===== config.mk =====
export PLATFORM = sky130hd
export DESIGN_NAME = imem_loader_flat
export DESIGN_NICKNAME = d
export VERILOG_FILES = /design/src/rtl/imem_loader_if.sv /design/src/rtl/imem_loader.sv /design/src/flat_wrapper.sv
export SDC_FILE = /design/constraint.sdc
export NUM_CORES = 1
export LEC_CHECK = 0
export ABC_CLOCK_PERIOD_IN_PS = 3100
export CORE_ASPECT_RATIO = 0.7
export CORE_MARGIN = 3
export CORE_UTILIZATION = 53
export CTS_CLUSTER_DIAMETER = 60
export DETAILED_ROUTE_END_ITERATION = 10
export GPL_ROUTABILITY_DRIVEN = 0
export HOLD_SLACK_MARGIN = 0.08
export PLACE_DENSITY = 0.8
export REMOVE_ABC_BUFFERS = 1
export SYNTH_ARGS = -nofsm -noshare
export SYNTH_HDL_FRONTEND = slang
export SYNTH_SLANG_ARGS = --single-unit

===== constraint.sdc =====
create_clock -name clk -period 3.1 [get_ports clk]
set_input_delay 0.62 -clock clk [delete_from_list [all_inputs] [get_ports clk]]
set_output_delay 0.62 -clock clk [all_outputs]
set_load 0.03 [all_outputs]

===== src/rtl/imem_loader_if.sv =====
// Byte-stream input and instruction-SRAM write bus of the program loader.
// The loader connects through the slave modport; the stream source / SRAM side uses master.
interface imem_loader_if;
  logic [7:0]  byte_in;
  logic        byte_valid;
  logic        byte_ready;
  logic        mem_cs;
  logic        mem_oe;
  logic        mem_we;
  logic [31:0] mem_addr;
  logic [31:0] mem_din;
  logic        hold_fetch;
  logic        load_done;
  logic        load_error;

  modport slave (
    input  byte_in, byte_valid,
    output byte_ready, mem_cs, mem_oe, mem_we, mem_addr, mem_din,
    output hold_fetch, load_done, load_error
  );

  modport master (
    output byte_in, byte_valid,
    input  byte_ready, mem_cs, mem_oe, mem_we, mem_addr, mem_din,
    input  hold_fetch, load_done, load_error
  );
endinterface


===== src/rtl/imem_loader.sv =====
// Program loader: takes a 16-bit word count then big-endian packed words from a byte stream
// and writes them to the instruction SRAM from BASE_ADDR, holding fetch until done.
module imem_loader #(
  parameter logic [31:0] BASE_ADDR = 32'h0040_0020,
  parameter int unsigned MAX_WORDS = 1024
) (
  input  logic         clk,
  input  logic         reset,
  imem_loader_if.slave bus
);

  typedef enum logic [2:0] {
    S_HDR0, S_HDR1, S_DATA, S_WRITE, S_DONE, S_ERROR
  } state_t;

  state_t      r_state;
  state_t      w_next;
  logic [15:0] r_count;
  logic [15:0] r_word_idx;
  logic [1:0]  r_byte_cnt;
  logic [31:0] r_addr;
  logic [31:0] r_din;

  logic        w_ready;
  logic        w_write;
  logic        w_hold;
  logic        w_done;
  logic        w_error;
  logic        w_xfer;
  logic        w_last_word;
  logic [15:0] w_hdr_count;

  assign w_xfer      = bus.byte_valid & w_ready;
  assign w_hdr_count = {r_count[15:8], bus.byte_in};
  assign w_last_word = (r_word_idx + 16'd1) == r_count;

  always_ff @(posedge clk) begin
    if (reset) r_state <= S_HDR0;
    else       r_state <= w_next;
  end

  always_comb begin
    w_next = r_state;
    case (r_state)
      S_HDR0:  if (w_xfer) w_next = S_HDR1;
      S_HDR1:
        if (w_xfer) begin
          if (w_hdr_count == 16'd0)                  w_next = S_DONE;
          else if ({16'd0, w_hdr_count} > MAX_WORDS) w_next = S_ERROR;
          else                                       w_next = S_DATA;
        end
      S_DATA:  if (w_xfer && r_byte_cnt == 2'd3) w_next = S_WRITE;
      S_WRITE: w_next = w_last_word ? S_DONE : S_DATA;
      S_DONE:  w_next = S_DONE;
      S_ERROR: w_next = S_ERROR;
      default: w_next = S_HDR0;
    endcase
  end

  // A reset asserted during the WRITE cycle suppresses that write.
  always_comb begin
    w_ready = 1'b0;
    w_write = 1'b0;
    w_hold  = 1'b1;
    w_done  = 1'b0;
    w_error = 1'b0;
    case (r_state)
      S_HDR0, S_HDR1, S_DATA: w_ready = 1'b1;
      S_WRITE: w_write = ~reset;
      S_DONE: begin
        w_hold = 1'b0;
        w_done = 1'b1;
      end
      S_ERROR: w_error = 1'b1;
      default: w_ready = 1'b0;
    endcase
  end

  always_ff @(posedge clk) begin
    if (reset) begin
      r_count    <= 16'd0;
      r_word_idx <= 16'd0;
      r_byte_cnt <= 2'd0;
      r_addr     <= BASE_ADDR;
      r_din      <= 32'd0;
    end else begin
      if (r_state == S_HDR0 && w_xfer) r_count[15:8] <= bus.byte_in;
      if (r_state == S_HDR1 && w_xfer) r_count[7:0]  <= bus.byte_in;
      // Bytes shift in from the bottom, so byte 0 ends up in [31:24].
      if (r_state == S_DATA && w_xfer) begin
        r_din      <= {r_din[23:0], bus.byte_in};
        r_byte_cnt <= r_byte_cnt + 2'd1;
      end
      if (r_state == S_WRITE) begin
        r_word_idx <= r_word_idx + 16'd1;
        if (!w_last_word) r_addr <= r_addr + 32'd4;
      end
    end
  end

  assign bus.byte_ready = w_ready;
  assign bus.mem_cs     = w_write;
  assign bus.mem_we     = w_write;
  assign bus.mem_oe     = 1'b0;
  assign bus.mem_addr   = r_addr;
  assign bus.mem_din    = r_din;
  assign bus.hold_fetch = w_hold;
  assign bus.load_done  = w_done;
  assign bus.load_error = w_error;

endmodule


===== src/flat_wrapper.sv =====
// flat-port wrapper written by rule: the top's interface ports become plain ports
module imem_loader_flat 
#(
  parameter logic [31:0] BASE_ADDR = 32'h0040_0020,
  parameter int unsigned MAX_WORDS = 1024
)
  (clk, reset, bus_byte_in, bus_byte_valid, bus_byte_ready, bus_mem_cs, bus_mem_oe, bus_mem_we, bus_mem_addr, bus_mem_din, bus_hold_fetch, bus_load_done, bus_load_error);
  imem_loader_if bus_i ();
  input  logic clk;
  input  logic reset;
  input wire logic [$bits(bus_i.byte_in)-1:0] bus_byte_in;
  input wire logic [$bits(bus_i.byte_valid)-1:0] bus_byte_valid;
  output wire logic [$bits(bus_i.byte_ready)-1:0] bus_byte_ready;
  output wire logic [$bits(bus_i.mem_cs)-1:0] bus_mem_cs;
  output wire logic [$bits(bus_i.mem_oe)-1:0] bus_mem_oe;
  output wire logic [$bits(bus_i.mem_we)-1:0] bus_mem_we;
  output wire logic [$bits(bus_i.mem_addr)-1:0] bus_mem_addr;
  output wire logic [$bits(bus_i.mem_din)-1:0] bus_mem_din;
  output wire logic [$bits(bus_i.hold_fetch)-1:0] bus_hold_fetch;
  output wire logic [$bits(bus_i.load_done)-1:0] bus_load_done;
  output wire logic [$bits(bus_i.load_error)-1:0] bus_load_error;
  assign bus_i.byte_in = bus_byte_in;
  assign bus_i.byte_valid = bus_byte_valid;
  assign bus_byte_ready = bus_i.byte_ready;
  assign bus_mem_cs = bus_i.mem_cs;
  assign bus_mem_oe = bus_i.mem_oe;
  assign bus_mem_we = bus_i.mem_we;
  assign bus_mem_addr = bus_i.mem_addr;
  assign bus_mem_din = bus_i.mem_din;
  assign bus_hold_fetch = bus_i.hold_fetch;
  assign bus_load_done = bus_i.load_done;
  assign bus_load_error = bus_i.load_error;
  imem_loader #(.BASE_ADDR(BASE_ADDR), .MAX_WORDS(MAX_WORDS)) u_core (.clk(clk), .reset(reset), .bus(bus_i));
endmodule

Word-level counts from Yosys, hierarchy flattened
Index checks and enable logic that the tools add are counted.

Add/subtract/negate cells: 3. Magnitude comparators: 1. Equal/unequal tests: 10. Mux-type cells: 12. Bitwise operators: 3. Reduce and logical (&&, ||, !) cells: 9.

Operators with widths (number): adder 32 x 3 -> 32 bit, second input constant (1); 2-to-1 mux 3 bit (6); one-hot mux 3 bit (6 select lines) (1); adder 16 x 1 -> 16 bit, second input constant (1); equality test 16 bit (1); > comparator 16 x 11 -> 1 bit, second input constant (1); logical NOT 16 bit (1); equality test 3 x 2 -> 1 bit, second input constant (2); equality test 3 bit, second input constant (2); != test 2 x 1 -> 1 bit, second input constant (3); 2-to-1 mux 1 bit (5); logical AND 1 bit (4); equality test 3 x 1 -> 1 bit, second input constant (1); logical NOT 3 bit (1); AND reduction 3 bit (1); OR reduction 3 bit (1); adder 2 x 1 -> 2 bit, second input constant (1); equality test 2 bit, second input constant (1); NOT 1 bit (2); AND reduction 2 bit (1); bitwise AND 1 bit (1).

Flip-flop bits (word level): 101. Input bits: 11. Output and inout bits: 71.

Depth between registers and ports, before layout
Depth in word-level cells: 7. Gate-level depth with buffers: 11. Depth with buffers taken out: 9.

Worst setup path after synthesis
No wires, ideal clock.

Path kind: reg2reg. From: register u_core.r_word_idx[0]. To: register u_core.r_addr[29] (netlist: u_core.bus.mem_addr[29]). Arrival time: 2.746 ns. Data required time: 3.030 ns. Path slack: 0.283 ns. Stages on the path, launching flop included: 10. Path through: dfxtp_1 > ha_1 > and4_4 > nand2_2 > or4_1 > and4_4 > o2111a_4 > a2111oi_4 > or3b_1 > a21oi_1.

Word-level cells in the longest chain between the ends: 4.

Ends and longest elaborated chain: start: declaration (RTL line imem_loader.sv:19) `logic [15:0] r_word_idx;`; start signal: assignment (RTL line imem_loader.sv:95) `r_word_idx <= r_word_idx + 16'd1;`; adder 16 x 1 -> 16 bit (RTL line imem_loader.sv:35) `assign w_last_word = (r_word_idx + 16'd1) == r_count;`; equality test 16 bit (RTL line imem_loader.sv:35); NOT 1 bit (no source line); AND reduction 2 bit (no source line); end signal: assignment (RTL line imem_loader.sv:96) `if (!w_last_word) r_addr <= r_addr + 32'd4;`; end: declaration (RTL line imem_loader.sv:21) `logic [31:0] r_addr;`.

Every way passes these cells. A chain may end at the register's enable or synchronous reset.

Worst setup path in the final report
From: register u_core.r_word_idx[0]. To: register u_core.r_addr[10] (netlist: u_core.bus.mem_addr[10]).

Same word-level chain as after synthesis.

==> results.cfg <==
[run_status]
outcome = finished clean

[timing]
setup_slack_ns = 0.138
min_period_over_period_pct = 95.6
tightest_slew_ns = 0.838
setup_viol = 0
period_needed_ns = 2.96
hold_viol = 0
skew_ns = 0.00890
maxSlewViolCount = 0
max_freq_mhz = 338
relSlewSlack_pct = 43.7

[clock_network]
cts_tree = done
cts.sink_count = 99
htreeDepth = 3
cts-root-buf = clkbuf_16
path_clk_slew_ns = 0.07
cts_buffers = 9
clkLatencyLatePin_ns = 0.35
clockBufferDepth = 2

[worst_setup_path]
setup.worst_path.start_class = flop
critical_path_class = flop to flop
end_kind = flop
cp_data_required_time_ns = 3.37
arrival_ns = 3.24
cp_max_fo = 14

[floorplanning]
core_area_sq_mm = 0.00862
num_rows = 28
io_pins = 82
die_w_microns = 120
die_area_sq_mm = 0.0102
die_h_microns = 85.6
initial_utilization_pct = 55.7

[global_routing]
grt_max_degree = 59
grtUsageTotal_pct = 24.6
grt_first_pass_wirelength_mm = 20.8
antenna_found_initial = 0
grt_pass1_vias = 4307
grt_overflow = 0

[synth]
yosysMostFrequentCell = nand2_1
yosys_register_bits = 99
synthFlopType = dfxtp_1
synth_warnings = 0
synth_edf_count = 0
synth_top_area_share_pct = 41.3
synth_cells = 608
synthTopCellsByArea = dfxtp_1 (41%), nand2_1 (11%), a21oi_1 (8.6%)
synth_cell_types = 59
netlist_top_cells_count = nand2_1 (135), dfxtp_1 (99), a21oi_1 (82)
avgSynthCellArea_sq_um = 7.89
synthArstFlopShare_pct = 0
yosysTopAreaCell = dfxtp_1
netlist_area_sq_mm = 0.00480
seq_area_frac_synth_pct = 41.3

[run]
drv_cap = 0

[route]
post-route-drc-count = 0
routed_wl_mm = 12.6
drt_first_pass_iters = 5
route.detailed.wl_per_inst_microns = 15.9
ant_nets = 0
vias = 4580
avgViaCountPerCell = 5.80
drt-initial-drc-count = 430

[placed_design]
post-place-ws_ns = 0.0507
port_buffers = 78
post-dp-hpwl_mm = 8.82

[cells_and_area]
areaGrowthSynthToFinish_pct = 24.4
seq_area_sq_mm = 0.00198
multi_input_area_sq_mm = 0.00260
drive_gt1_share_pct = 7.01
antenna_cells = 0
nFillCells = 690
fin_nets = 679

[power_and_ir_drop]
total_leakage_power_nw = 2.00
vdd_drop_max_v = 0.000327
finalPower_mw = 2.69
power_density_mw_per_mm2 = 450

[worst_hold_path]
worstHoldPathType = flop to flop
placed cells by master, fill, tap and decap left out, drive strengths merged, types with 7 or more instances in the layout:
cell type      Yosys  layout
nor2              25      25
a21oi             82      82
nand4              7       7
and3               9       9
o31ai             13      13
nor3              15      15
nand2            136     136
and2               8       8
clkbuf            25      12
inv               11      13
clkdlybuf4s50      0      77
nor4               8       8
dfxtp             99      99
xor2              14      14
o21ai             10      10
or4               17      17
buf               21      13
xnor2             16      16
nor2b              7       7
nand3             20      20
or3               11      11
layout make-up:
class,count,share of cell area [%]
Clock buffer,12,4.13
Clock inverter,4,0.964
Inverter,11,0.692
Multi-Input combinational cell,454,43.6
Sequential cell,99,33.2
Tap cell,120,2.52
Timing Repair Buffer,90,14.9
path summary, 6_finish.rpt:
kind,start,to,slack [ns],cells past startpoint
max reg2reg,u_core.r_word_idx[0]$_SDFFE_PP0N_,u_core.bus.mem_addr[10]$_SDFFE_PP0P_,0.14,10
min,u_core.bus.mem_din[25]$_SDFFE_PP0P_,u_core.bus.mem_din[25]$_SDFFE_PP0P_,0.46,2
min reg2reg,u_core.bus.mem_din[25]$_SDFFE_PP0P_,u_core.bus.mem_din[25]$_SDFFE_PP0P_,0.46,2
max,u_core.r_word_idx[0]$_SDFFE_PP0N_,u_core.bus.mem_addr[10]$_SDFFE_PP0P_,0.14,10
worst max-delay path: stages (launching register included):
cell and delay (ns):
dfxtp_1 0.38, ha_4 0.18, and4_4 0.25, nand2_2 0.09
or4_1 0.51, and4_4 0.17, o2111a_4 0.16, a21o_2 0.28
buf_4 0.20, or4_1 0.51, a21oi_1 0.16
state kept, by name, indices dropped and copies added, names as in the netlist:
register,count
u_core.r_count,16
u_core.bus.mem_din,32
u_core.r_word_idx,16
u_core.r_byte_cnt,2
u_core.bus.mem_addr,30
u_core.r_state,3
per-layer routing:
metal  track usage, %  vias to the layer above  part of all wire (%)
li1                 -                     2232                     -
met1             33.9                     2156                    45
met2             38.5                      169                    47
met3             6.79                       23                   6.6
met4             6.44                        0                   1.1
met5                0                        -                     0
cell families after synthesis:
logic type / Yosys count / synth area share [%]
and+or+nand+nor: 278 / 28.4
AOI/OAI and AO/OA: 138 / 18.1
DFF: 99 / 41.3
buffers and inverters: 57 / 5.43
xor gates and xnor gates: 30 / 5.48
adders and majority gates: 3 / 0.783
muxes: 2 / 0.443
other: 1 / 0.0782
power by group:
| group | leakage, nW | switching, mW | internal (mW) |
|---|---|---|---|
| registers | 0.800 | 0.0315 | 1.29 |
| logic | 1.06 | 0.129 | 0.0822 |
| clock network | 0.145 | 0.493 | 0.657 |
repair_timing:
item                                   CTS  global route
setup buffers                            0             2
gates resized for setup                  0             7
setup endpoints to repair                0            24
hold buffers                             0             0
endpoints found under the hold margin    0             0
per-stage QoR:
| stage | cells | util, % | setup TNS (ns) | hold WS, ns | area [sq um] |
|---|---|---|---|---|---|
| after floorplan | 564 | - | -0.0552 | 0.434 | 4590 |
| after global placement | 772 | 65.1 | 0 | 0.443 | 5610 |
| after detailed placement | 772 | 65.1 | 0 | 0.449 | 5610 |
| after CTS | 788 | 68.6 | 0 | 0.463 | 5920 |
| after global routing | 790 | 69.3 | -0.0399 | 0.478 | 5970 |
| final | 790 | 69.3 | 0 | 0.460 | 5970 |
Note: power is estimated with default switching activity, not from simulation.
